==> src/rtl/pic_nested_if.sv <==
// CPU/chipset-facing bus of the nested interrupt controller: request lines,
// INTR/INTA handshake, vector output and the two-register I/O port.
interface pic_nested_if #(
  parameter int NUM_IRQ = 8
);
  logic [NUM_IRQ-1:0] iIrq;
  logic               iIntAck;
  logic               oInt;
  logic               oSel;
  logic [7:0]         oData;
  logic               iIoWr;
  logic               iIoRd;
  logic               iIoAddr;
  logic [7:0]         iIoData;
  logic [7:0]         oIoData;

  modport master (
    output iIrq, iIntAck, iIoWr, iIoRd, iIoAddr, iIoData,
    input  oInt, oSel, oData, oIoData
  );

  modport slave (
    input  iIrq, iIntAck, iIoWr, iIoRd, iIoAddr, iIoData,
    output oInt, oSel, oData, oIoData
  );
endinterface

==> src/rtl/pic_nested.sv <==
// Parametrised nested-priority interrupt controller with IMR, in-service
// nesting and specific/non-specific EOI. Define PIC_EDGE_TRIG_EN for edge-triggered requests.
module pic_nested #(
  parameter int NUM_IRQ  = 8,
  parameter int VEC_BASE = 8
) (
  input logic          iClk,
  input logic          iRstN,
  pic_nested_if.slave  bus
);

  localparam logic [7:0] VEC_BASE_B = 8'(VEC_BASE);
  localparam logic [3:0] NONE       = 4'd8;

  typedef enum logic {RD_IRR = 1'b0, RD_ISR = 1'b1} rdsel_t;

  // Index of the lowest set bit (highest priority), NONE when empty.
  function automatic logic [3:0] lowest_set(input logic [NUM_IRQ-1:0] v);
    logic [3:0] idx;
    idx = NONE;
    for (int i = NUM_IRQ - 1; i >= 0; i--) begin
      if (v[i]) idx = 4'(i);
    end
    return idx;
  endfunction

  function automatic logic [NUM_IRQ-1:0] onehot(input logic [3:0] idx);
    logic [NUM_IRQ-1:0] v;
    v = '0;
    for (int i = 0; i < NUM_IRQ; i++) begin
      if (4'(i) == idx) v[i] = 1'b1;
    end
    return v;
  endfunction

  function automatic logic [7:0] pad8(input logic [NUM_IRQ-1:0] v);
    return 8'(v);
  endfunction

  logic [NUM_IRQ-1:0] irr_q, irr_d;
  logic [NUM_IRQ-1:0] isr_q, isr_d;
  logic [NUM_IRQ-1:0] imr_q, imr_d;
  logic [7:0]         vec_q, vec_d;
  logic               sel_q, sel_d;
  logic               int_q, int_d;
  rdsel_t             rdsel_q, rdsel_d;

  logic [NUM_IRQ-1:0] req;
  logic [NUM_IRQ-1:0] ack_set;
  logic [NUM_IRQ-1:0] eoi_clr;
  logic [3:0]         cand;
  logic [3:0]         isr_low;
  logic [3:0]         next_cand;
  logic [3:0]         next_isr_low;
  logic               unused_rd;

  // Reads are purely combinational, so the read strobe carries no state.
  assign unused_rd = bus.iIoRd;

`ifdef PIC_EDGE_TRIG_EN
  logic [NUM_IRQ-1:0] irq_prev_q, irq_prev_d;

  always_comb begin
    irq_prev_d = bus.iIrq;
    req        = bus.iIrq & ~irq_prev_q;
  end
`else
  always_comb begin
    req = bus.iIrq;
  end
`endif

  // Acknowledge: decided from pre-write IMR/IRR, nesting is not re-checked here.
  always_comb begin
    cand    = lowest_set(irr_q & ~imr_q);
    ack_set = '0;
    vec_d   = vec_q;
    sel_d   = bus.iIntAck;
    if (bus.iIntAck) begin
      if (cand != NONE) begin
        ack_set = onehot(cand);
        vec_d   = VEC_BASE_B + 8'(cand);
      end else begin
        vec_d   = VEC_BASE_B + 8'(NUM_IRQ - 1);
      end
    end
  end

  // Register-port writes: command decode at address 0, IMR at address 1.
  always_comb begin
    isr_low = lowest_set(isr_q);
    eoi_clr = '0;
    rdsel_d = rdsel_q;
    imr_d   = imr_q;
    if (bus.iIoWr) begin
      if (bus.iIoAddr == 1'b0) begin
        if (bus.iIoData == 8'h20) begin
          eoi_clr = onehot(isr_low);
        end else if (bus.iIoData[7:3] == 5'b01100) begin
          for (int i = 0; i < NUM_IRQ; i++) begin
            if (bus.iIoData[2:0] == 3'(i)) eoi_clr[i] = 1'b1;
          end
        end else if (bus.iIoData == 8'h0A) begin
          rdsel_d = RD_IRR;
        end else if (bus.iIoData == 8'h0B) begin
          rdsel_d = RD_ISR;
        end
      end else begin
        imr_d = bus.iIoData[NUM_IRQ-1:0];
      end
    end
  end

  // A new request in the ack cycle re-latches; an ack setting ISR beats an EOI on that bit.
  always_comb begin
    irr_d        = (irr_q & ~ack_set) | req;
    isr_d        = (isr_q & ~eoi_clr) | ack_set;
    next_cand    = lowest_set(irr_d & ~imr_d);
    next_isr_low = lowest_set(isr_d);
    int_d        = (next_cand != NONE) && (next_cand < next_isr_low);
  end

  always_ff @(posedge iClk or negedge iRstN) begin
    if (!iRstN) begin
      irr_q   <= '0;
      isr_q   <= '0;
      imr_q   <= '0;
      vec_q   <= '0;
      sel_q   <= 1'b0;
      int_q   <= 1'b0;
      rdsel_q <= RD_IRR;
`ifdef PIC_EDGE_TRIG_EN
      irq_prev_q <= '0;
`endif
    end else begin
      irr_q   <= irr_d;
      isr_q   <= isr_d;
      imr_q   <= imr_d;
      vec_q   <= vec_d;
      sel_q   <= sel_d;
      int_q   <= int_d;
      rdsel_q <= rdsel_d;
`ifdef PIC_EDGE_TRIG_EN
      irq_prev_q <= irq_prev_d;
`endif
    end
  end

  assign bus.oInt  = int_q;
  assign bus.oSel  = sel_q;
  assign bus.oData = vec_q;

  always_comb begin
    bus.oIoData = 8'h00;
    if (bus.iIoAddr) begin
      bus.oIoData = pad8(imr_q);
    end else if (rdsel_q == RD_ISR) begin
      bus.oIoData = pad8(isr_q);
    end else begin
      bus.oIoData = pad8(irr_q);
    end
  end

endmodule

==> src/flat_wrapper.sv <==
// flat-port wrapper written by rule: the top's interface ports become plain ports
module pic_nested_flat 
#(
  parameter int NUM_IRQ  = 8,
  parameter int VEC_BASE = 8
)
  (iClk, iRstN, bus_iIrq, bus_iIntAck, bus_iIoWr, bus_iIoRd, bus_iIoAddr, bus_iIoData, bus_oInt, bus_oSel, bus_oData, bus_oIoData);
  pic_nested_if #(.NUM_IRQ(NUM_IRQ)) bus_i ();
  input logic iClk;
  input logic iRstN;
  input wire logic [$bits(bus_i.iIrq)-1:0] bus_iIrq;
  input wire logic [$bits(bus_i.iIntAck)-1:0] bus_iIntAck;
  input wire logic [$bits(bus_i.iIoWr)-1:0] bus_iIoWr;
  input wire logic [$bits(bus_i.iIoRd)-1:0] bus_iIoRd;
  input wire logic [$bits(bus_i.iIoAddr)-1:0] bus_iIoAddr;
  input wire logic [$bits(bus_i.iIoData)-1:0] bus_iIoData;
  output wire logic [$bits(bus_i.oInt)-1:0] bus_oInt;
  output wire logic [$bits(bus_i.oSel)-1:0] bus_oSel;
  output wire logic [$bits(bus_i.oData)-1:0] bus_oData;
  output wire logic [$bits(bus_i.oIoData)-1:0] bus_oIoData;
  assign bus_i.iIrq = bus_iIrq;
  assign bus_i.iIntAck = bus_iIntAck;
  assign bus_i.iIoWr = bus_iIoWr;
  assign bus_i.iIoRd = bus_iIoRd;
  assign bus_i.iIoAddr = bus_iIoAddr;
  assign bus_i.iIoData = bus_iIoData;
  assign bus_oInt = bus_i.oInt;
  assign bus_oSel = bus_i.oSel;
  assign bus_oData = bus_i.oData;
  assign bus_oIoData = bus_i.oIoData;
  pic_nested #(.NUM_IRQ(NUM_IRQ), .VEC_BASE(VEC_BASE)) u_core (.iClk(iClk), .iRstN(iRstN), .bus(bus_i));
endmodule
==> config.mk <==
export PLATFORM = sky130hd
export DESIGN_NAME = pic_nested_flat
export DESIGN_NICKNAME = d
export VERILOG_FILES = /design/src/rtl/pic_nested_if.sv /design/src/rtl/pic_nested.sv /design/src/flat_wrapper.sv
export SDC_FILE = /design/constraint.sdc
export NUM_CORES = 1
export LEC_CHECK = 0
export ABC_CLOCK_PERIOD_IN_PS = 6600
export CAP_MARGIN = 10
export CORE_ASPECT_RATIO = 0.6
export CORE_MARGIN = 1
export CORE_UTILIZATION = 50
export CTS_BUF_LIST = sky130_fd_sc_hd__clkbuf_2 sky130_fd_sc_hd__clkbuf_4 sky130_fd_sc_hd__clkbuf_8
export DETAILED_ROUTE_END_ITERATION = 12
export DONT_BUFFER_PORTS = 1
export GPL_TIMING_DRIVEN = 0
export SETUP_SLACK_MARGIN = 0.05
export SYNTH_ARGS = -nofsm -noshare
export SYNTH_HDL_FRONTEND = slang
export SYNTH_SLANG_ARGS = --single-unit
==> constraint.sdc <==
create_clock -name iClk -period 6.6 [get_ports iClk]
set_clock_uncertainty 0.15 [all_clocks]
set_input_delay 1.65 -clock iClk [delete_from_list [all_inputs] [get_ports iClk]]
set_output_delay 1.65 -clock iClk [all_outputs]
set_load 0.02 [all_outputs]
Word-level counts from Yosys, hierarchy flattened
Cells that the tools add are included.
Storage, ports and cells
  output and inout bits: 18
  logic and storage cells: 124
  register bits after elaboration: 35
  bits of input ports: 22
Cells by class
  $lt $le $gt $ge: 1
  bitwise operators: 13
  $add $sub $neg: 1
  eq/ne operators: 27
  reductions and logical operators: 6
  muxes and demuxes: 69
Operator list (number)
  4-bit 2-to-1 mux: 32
  8-bit 2-to-1 mux: 11
  8-bit bitwise AND: 4
  3-bit by 4-bit == test with 1-bit output (first input constant): 8
  8-bit inverter: 4
  1-bit 2-to-1 mux: 26
  2-bit by 4-bit == test with 1-bit output (first input constant): 4
  8-bit by 4-bit == test with 1-bit output (second input constant): 2
  8-bit OR: 2
  3-bit == test (second input constant): 4
  1-bit by 4-bit == test with 1-bit output (first input constant): 2
  8-bit by 6-bit == test with 1-bit output (second input constant): 1
  4-bit logical NOT: 2
  4-bit != test (second input constant): 2
  3-bit by 2-bit == test with 1-bit output (second input constant): 2
  4-bit by 4-bit adder with 5-bit output (first input constant): 1
  5-bit by 4-bit == test with 1-bit output (second input constant): 1
  5-bit AND reduction: 1
  4-bit less-than comparator: 1
  3-bit by 1-bit == test with 1-bit output (second input constant): 1
  3-bit logical NOT: 1
  1-bit inverter: 3
  2-bit nonzero test: 1
  1-bit logical AND: 1

Logic depth before layout (Yosys ltp)
Gate-level depths: netlist of run 1.
  depth after elaboration: 28
  mapped depth: 13

Worst setup path before layout of run 1
OpenSTA, ideal clock, no wires.
  path kind: input-to-output
  start: in bus_iIoAddr
  end: out bus_oIoData[5]
  stages on the path: 3
  path buffers: 2
  data arrival time: 2.495 ns
  setup slack: 2.305 ns
  cell sequence: buf_2 -> clkbuf_1 -> o21ai_0
Between the ends
  word-level cells in the longest chain between the ends: 1
Ends and longest elaborated chain
  from (decl): RTL line flat_wrapper.sv:15  | input wire logic [$bits(bus_i.iIoAddr)-1:0] bus_iIoAddr;
  8-bit 2-to-1 mux: RTL line pic_nested.sv:155  | if (bus.iIoAddr) begin
  to (decl): RTL line flat_wrapper.sv:20  | output wire logic [$bits(bus_i.oIoData)-1:0] bus_oIoData;
No other way between the ends.

Worst setup path after layout of run 1
  start: in bus_iIoAddr
  end: out bus_oIoData[6]
The elaborated chain is that of the path after synthesis.

==> results.ini, run 1 <==
[global_routing]
grt_pass1_vias = 1798
antenna_found_initial = 0
met1_usage = 0.436
groute.usage.overall = 0.299
grt.overflow.total = 0
grt_max_degree = 33
grt.busiest_layer = met1
met3_usage = 0.0764
use_met2 = 0.436
grt_pass1_wl_mm = 9.74

[power]
p_per_area_mw_per_mm2 = 255
irDropWorstVdd_mv = 0.109
p_int_uw = 374
pwr-share-clk = 0.264
switching_share = 0.378
leakagePower_nw = 0.925
switching_power_uw = 227
total_power_uw = 600
p_seq_frac = 0.430
p_comb_frac = 0.306

[logic_synthesis]
yosysSeqAreaShare = 0.367
synth_top_cells_by_count = dfrtp_1 (32), nand2_1 (19), nor2_1 (19), a21oi_1 (13)
synth.distinct_cells = 64
netlist_area_mm2 = 0.00218
synth_top_cell_by_area = dfrtp_1
synth.top_cell.area_share = 0.367
synth-seq-cells = 32
synth_cells = 239
synth.area.top_cells = dfrtp_1 (37%), mux2i_1 (5.1%), nand2_1 (3.3%)
synth_async_sr_flop_share = 1.00
avgSynthCellArea_um2 = 9.12
synth_ff_type = dfrtp_1
post-synth-top-count-cell = dfrtp_1
synth_edf_count = 0
synth_warnings = 0

[worst_setup_path]
crit_fanout = 10
end_kind = primary output
cp_data_required_time_ns = 4.80
reg2reg_depth = 13
crit_path_start_kind = primary input
critPathKind = primary input to primary output
crit_arrival_ns = 2.74

[cts]
numCtsBuffers = 5
clk_pin_slew_ns = 0.06
cts_tree = built
clk_latency_ns = 0.29
post_cts_buffers = 0
ctsHoldBuffers = 0
ctsResizeCount = 0
cts.htree.levels = 2
numClockSinks = 32
clk_path_buf_depth = 2
cts_root_buf = clkbuf_8

[job]
cap_viol_max_count = 0

[placed_design]
place.detailed.hpwl_mm = 4.79
gp_congestion = 0.951
io_buffers = 0
dp.cells = 301

[drt]
drt_wl_total_mm = 6.27
viasPerCell = 6.52
drc = 0
drtPass1Iterations = 4
vias = 2016
ant_nets = 0
wire_per_inst_um = 20.3
drtIter0Drc = 192

[floorplanning]
core_area_mm2 = 0.00414
die_h_um = 53.1
io_pins = 40
start_util = 0.526
dieArea_mm2 = 0.00464
die_width_um = 87.2
row_count = 18

[final_layout]
syn2layout_area_growth_pct = 8.04
n_antenna_cell = 0
post-route-util = 0.568
fin_cells = 309
drive_gt1_frac = 0.165
finish.net_count = 273

[timing]
setup_tns_ns = 0
max_freq_mhz = 220
worst_pin_slew_ns = 0.693
post-route-period-util = 0.688
finalHoldViolCount = 0
fin_crit_ns = 4.54
rsz0062_at_grt = no
relSlewSlack = 0.533
setup_viol = 0
slew_violations = 0

[worst_hold_path]
holdPathStages = 1
hold_class = flip-flop to flip-flop

[run_status]
run_status = finished clean

## power by group through the flow
stage	Sequential (mW)	Clock [mW]	Combinational (mW)
floorplan	0.251	0	0.142
global placement	0.259	0	0.174
detailed placement	0.260	0	0.179
CTS	0.257	0.161	0.179
global route	0.261	0.168	0.198
finish	0.258	0.159	0.184
## cells in the final DEF, fill, tap and decap left out, types with 6 or more instances in the layout
cell type | synthesis | layout
dfrtp_1 | 32 | 32
nand2_1 | 19 | 19
nor2_1 | 19 | 19
a21oi_1 | 13 | 13
nand2b_1 | 11 | 11
mux2i_1 | 11 | 11
o21ai_0 | 11 | 11
inv_1 | 10 | 10
nor3_1 | 8 | 8
nand3_1 | 8 | 8
nor2b_1 | 6 | 6
mux2_2 | 6 | 6
clkbuf_8 | 0 | 6
## layout make-up
class	instances	area, um^2
fill	381	1790
inverter	11	41.3
multi-input combinational	190	1300
clock inverter	2	10.0
clock buffer	6	82.6
tap	60	75.1
buffer	8	43.8
sequential	32	801
## layer usage
metal	vias to the layer above	routed length, um
met2	105	2680
met4	0	46
met1	1016	2880
met3	5	663
met5	-	0
li1	890	-
## critical path, stage by stage
cell and delay, ns:
buf_2 0.17, clkbuf_1 0.29, o21ai_0 0.62
## registers in the layout, indices dropped and copies added (netlist names)
name	flops
u_core.bus.oData	5
u_core.bus.oInt	1
u_core.bus.oSel	1
u_core.imr_q	8
u_core.irr_q	8
u_core.isr_q	8
u_core.rdsel_q	1
## cell families after synthesis
logic type                 Yosys count  share of synthesized area
adders and majority gates            3                     0.0172
AOI/OAI and AO/OA                   59                      0.204
other                                1                    0.00172
and+or+nand+nor                    108                      0.289
buffers and inverters               19                     0.0390
DFF                                 32                      0.367
muxes                               17                     0.0815
## stage by stage
| step | instance area [um^2] | setup WS (ns) | hold slack [ns] |
|---|---|---|---|
| 2_1_floorplan | 2190 | 2.31 | 0.336 |
| 3_3_place_gp | 2260 | 2.08 | 0.361 |
| 3_5_place_dp | 2260 | 2.06 | 0.365 |
| 4_1_cts | 2350 | 2.06 | 0.378 |
| 5_1_grt | 2350 | 1.97 | 0.420 |
| 6_report | 2350 | 2.06 | 0.384 |
## final timing paths
kind / startpoint / slack [ns] / to
max: bus_iIoAddr / 2.06 / bus_oIoData[6]
min: u_core.irr_q[6] / 0.38 / u_core.irr_q[6]
max in group asynchronous: iRstN / 5.31 / u_core.isr_q[7]
max reg2reg: u_core.irr_q[6] / 3.48 / u_core.bus.oInt
min reg2reg: u_core.irr_q[6] / 0.38 / u_core.irr_q[6]
min in group asynchronous: iRstN / 0.90 / u_core.irr_q[5]
Power figures use the tool's default switching activity.
==> run 2, diff against run 1 <==
- ABC_CLOCK_PERIOD_IN_PS: 6600 -> 3900
- PLACE_DENSITY: not set -> 0.68
- clock period: 6.6 -> 3.9 ns (I/O delays scaled with it)
==> run 2 against run 1 <==
Core utilization is 0.12 points higher. Register-to-register slack worse by 2.7 ns. Routed wire length is 3.2% lower. Via count is 4.7% lower. Final area is 0.21% higher. First-iteration DRC count is 3.1% higher. Total power is 71% higher.
==> results.ini, run 2 (synthesis gave the netlist of run 1 again) <==
[final_layout]
num-fill-cells = 373  ; -2.1%
reg_top3 = u_core.imr_q x8, u_core.irr_q x8, u_core.isr_q x8
post-route-util = 0.569  ; +0.00121
fin_area_mm2 = 0.00236  ; +0.21%
layout_common_cells = dfrtp_1 (32), nand2_1 (19), nor2_1 (19), a21oi_1 (13)
n_antenna_cell = 0  ; unchanged
syn2layout_area_growth_pct = 8.27
multiInputGateArea_mm2 = 0.00130  ; unchanged
drive_gt1_frac = 0.165  ; unchanged
layout_commonest_cell = dfrtp_1
seq_area_um2 = 801  ; unchanged
finish.net_count = 273  ; unchanged

[cts]
clk_path_buf_depth = 2  ; unchanged
clk_latency_ns = 0.29  ; about the same
cts_tree = built
numCtsBuffers = 5  ; unchanged
clk_pin_slew_ns = 0.07  ; about the same
numClockSinks = 32  ; unchanged
post_cts_buffers = 0  ; unchanged
cts.htree.levels = 2  ; unchanged
ctsResizeCount = 0  ; unchanged
ctsHoldBuffers = 0  ; unchanged
cts_root_buf = clkbuf_8

[placed_design]
gp_congestion = 0.924  ; -2.8%
place.detailed.hpwl_mm = 4.60  ; -4.0%
io_buffers = 0  ; unchanged
placed_area_mm2 = 0.00226  ; unchanged
post-place-ws_ns = 0.324  ; -1.73 ns

[drt]
drtPass1Iterations = 4  ; unchanged
ant_nets = 0  ; unchanged
drc = 0  ; unchanged
vias = 1921  ; -4.7%
drtIter0Drc = 198  ; +3.1%
drt_wl_total_mm = 6.07  ; -3.2%
viasPerCell = 6.22  ; -4.7%
wire_per_inst_um = 19.6  ; -3.2%

[timing]
setup_tns_ns = 0  ; unchanged
fin_ws_ns = 0.565  ; -1.49 ns
max_freq_mhz = 300
setup_viol = 0  ; unchanged
relSlewSlack = 0.500  ; -0.0325
rsz0062_at_grt = no
worst_pin_slew_ns = 0.750  ; +0.0561 ns
fin_crit_ns = 3.33
post-route-period-util = 0.855
slew_violations = 0  ; unchanged
finalHoldViolCount = 0  ; unchanged

[power]
p_comb_frac = 0.298  ; -0.008
switching_power_uw = 374  ; +65%
p_int_uw = 649  ; +74%
irDropWorstVdd_mv = 0.196  ; +80%
p_seq_frac = 0.427  ; -0.003
leakagePower_nw = 0.926  ; +0.15%
p_per_area_mw_per_mm2 = 434  ; +70%
total_power_mw = 1.02  ; +71%
pwr-share-clk = 0.275  ; +0.011
switching_share = 0.366  ; -0.0117

[worst_setup_path]
crit_path_start_kind = primary input
crit_arrival_ns = 3.38  ; +0.64 ns
slowest_stage = mux2_2
cp_data_required_time_ns = 3.94  ; -0.86 ns
path_cells = buf_2, nand2_2, mux2_2, a311oi_1, nand2b_1, nor2_1, o211a_1, ha_1, nor3_1, o211ai_2, a211oi_2
end_kind = flip-flop
worstReg2RegStart = u_core.irr_q[6]
startpoint = bus_iIoAddr
critPathKind = primary input to flip-flop
max_stage_delay_ns = 0.39  ; -0.23 ns
crit_fanout = 10  ; unchanged

[floorplanning]
core_area_mm2 = 0.00414  ; unchanged
row_count = 18  ; unchanged
die_width_um = 87.2  ; unchanged
start_util = 0.526  ; unchanged
io_pins = 40  ; unchanged
dieArea_mm2 = 0.00464  ; unchanged
die_h_um = 53.1  ; unchanged

[global_routing]
groute.usage.overall = 0.288  ; -0.0113
grt.overflow.total = 0  ; unchanged
grt_pass1_vias = 1744  ; -3.0%
antenna_found_initial = 0  ; unchanged
grt_max_degree = 33  ; unchanged
grt_pass1_wl_mm = 9.42  ; -3.3%

[job]
cap_viol_max_count = 0  ; unchanged

[worst_hold_path]
hold_class = primary input to asynchronous set/reset pin

[run_status]
run_status = finished clean

## run 2: changes by cell type in the layout (fill, tap and decap cells not counted)
cell      delta
clkinv_2     -2
clkbuf_4     +2
## run 2: worst max-delay path, delay by kind of cell
kind | cells | cell delay [ns]
adders and majority gates | 1 | 0.20
buffers and inverters | 1 | 0.17
AOI/OAI and AO/OA | 4 | 0.87
and+or+nand+nor | 4 | 0.76
muxes | 1 | 0.39
## run 2: worst paths after layout
path / to / slack (ns) / cells past startpoint
worst max-delay path: u_core.bus.oInt / 0.57 / 11
worst min-delay path: u_core.bus.oSel / 0.23 / 0
worst max register to register: u_core.bus.oInt / 0.75 / 11
worst min register to register: u_core.irr_q[6] / 0.38 / 1
max in group asynchronous: u_core.isr_q[3] / 3.28 / 0
min in group iClk: u_core.irr_q[6] / 0.38 / 1
## run 2: through the flow
step / cells / hold slack, ns
after floorplan: 241 / 0.336
after global placement: 301 / 0.355
after detailed placement: 301 / 0.366
after CTS: 309 / 0.221
after global routing: 309 / 0.211
final: 309 / 0.225
## run 2: area by class of cell
type	instances	area share
well taps	60	0.0318
plain buffers	8	0.0186
flip-flops and latches	32	0.339
inverters	11	0.0175
multi-input cells	190	0.551
clock buffers	8	0.0414
## run 2: metal layers
metal	global-route usage	share of wire
met5	0	0
met4	0.0601	0.0084
met3	0.0827	0.10
met2	0.403	0.40
met1	0.433	0.49
## run 2: power by group through the flow
stage / clock [mW] / sequential (mW) / combinational [mW]
final: 0.281 / 0.437 / 0.306
after detailed placement: 0 / 0.439 / 0.300
after floorplan: 0 / 0.424 / 0.241
after global placement: 0 / 0.438 / 0.294
after global routing: 0.300 / 0.443 / 0.336
after CTS: 0.286 / 0.433 / 0.301
==> run 3, diff against run 2 <==
- ABC_CLOCK_PERIOD_IN_PS: 3900 -> not set
==> results of run 3 <==
Same layout as run 2: the final DEF is identical, and so are final timing and power.
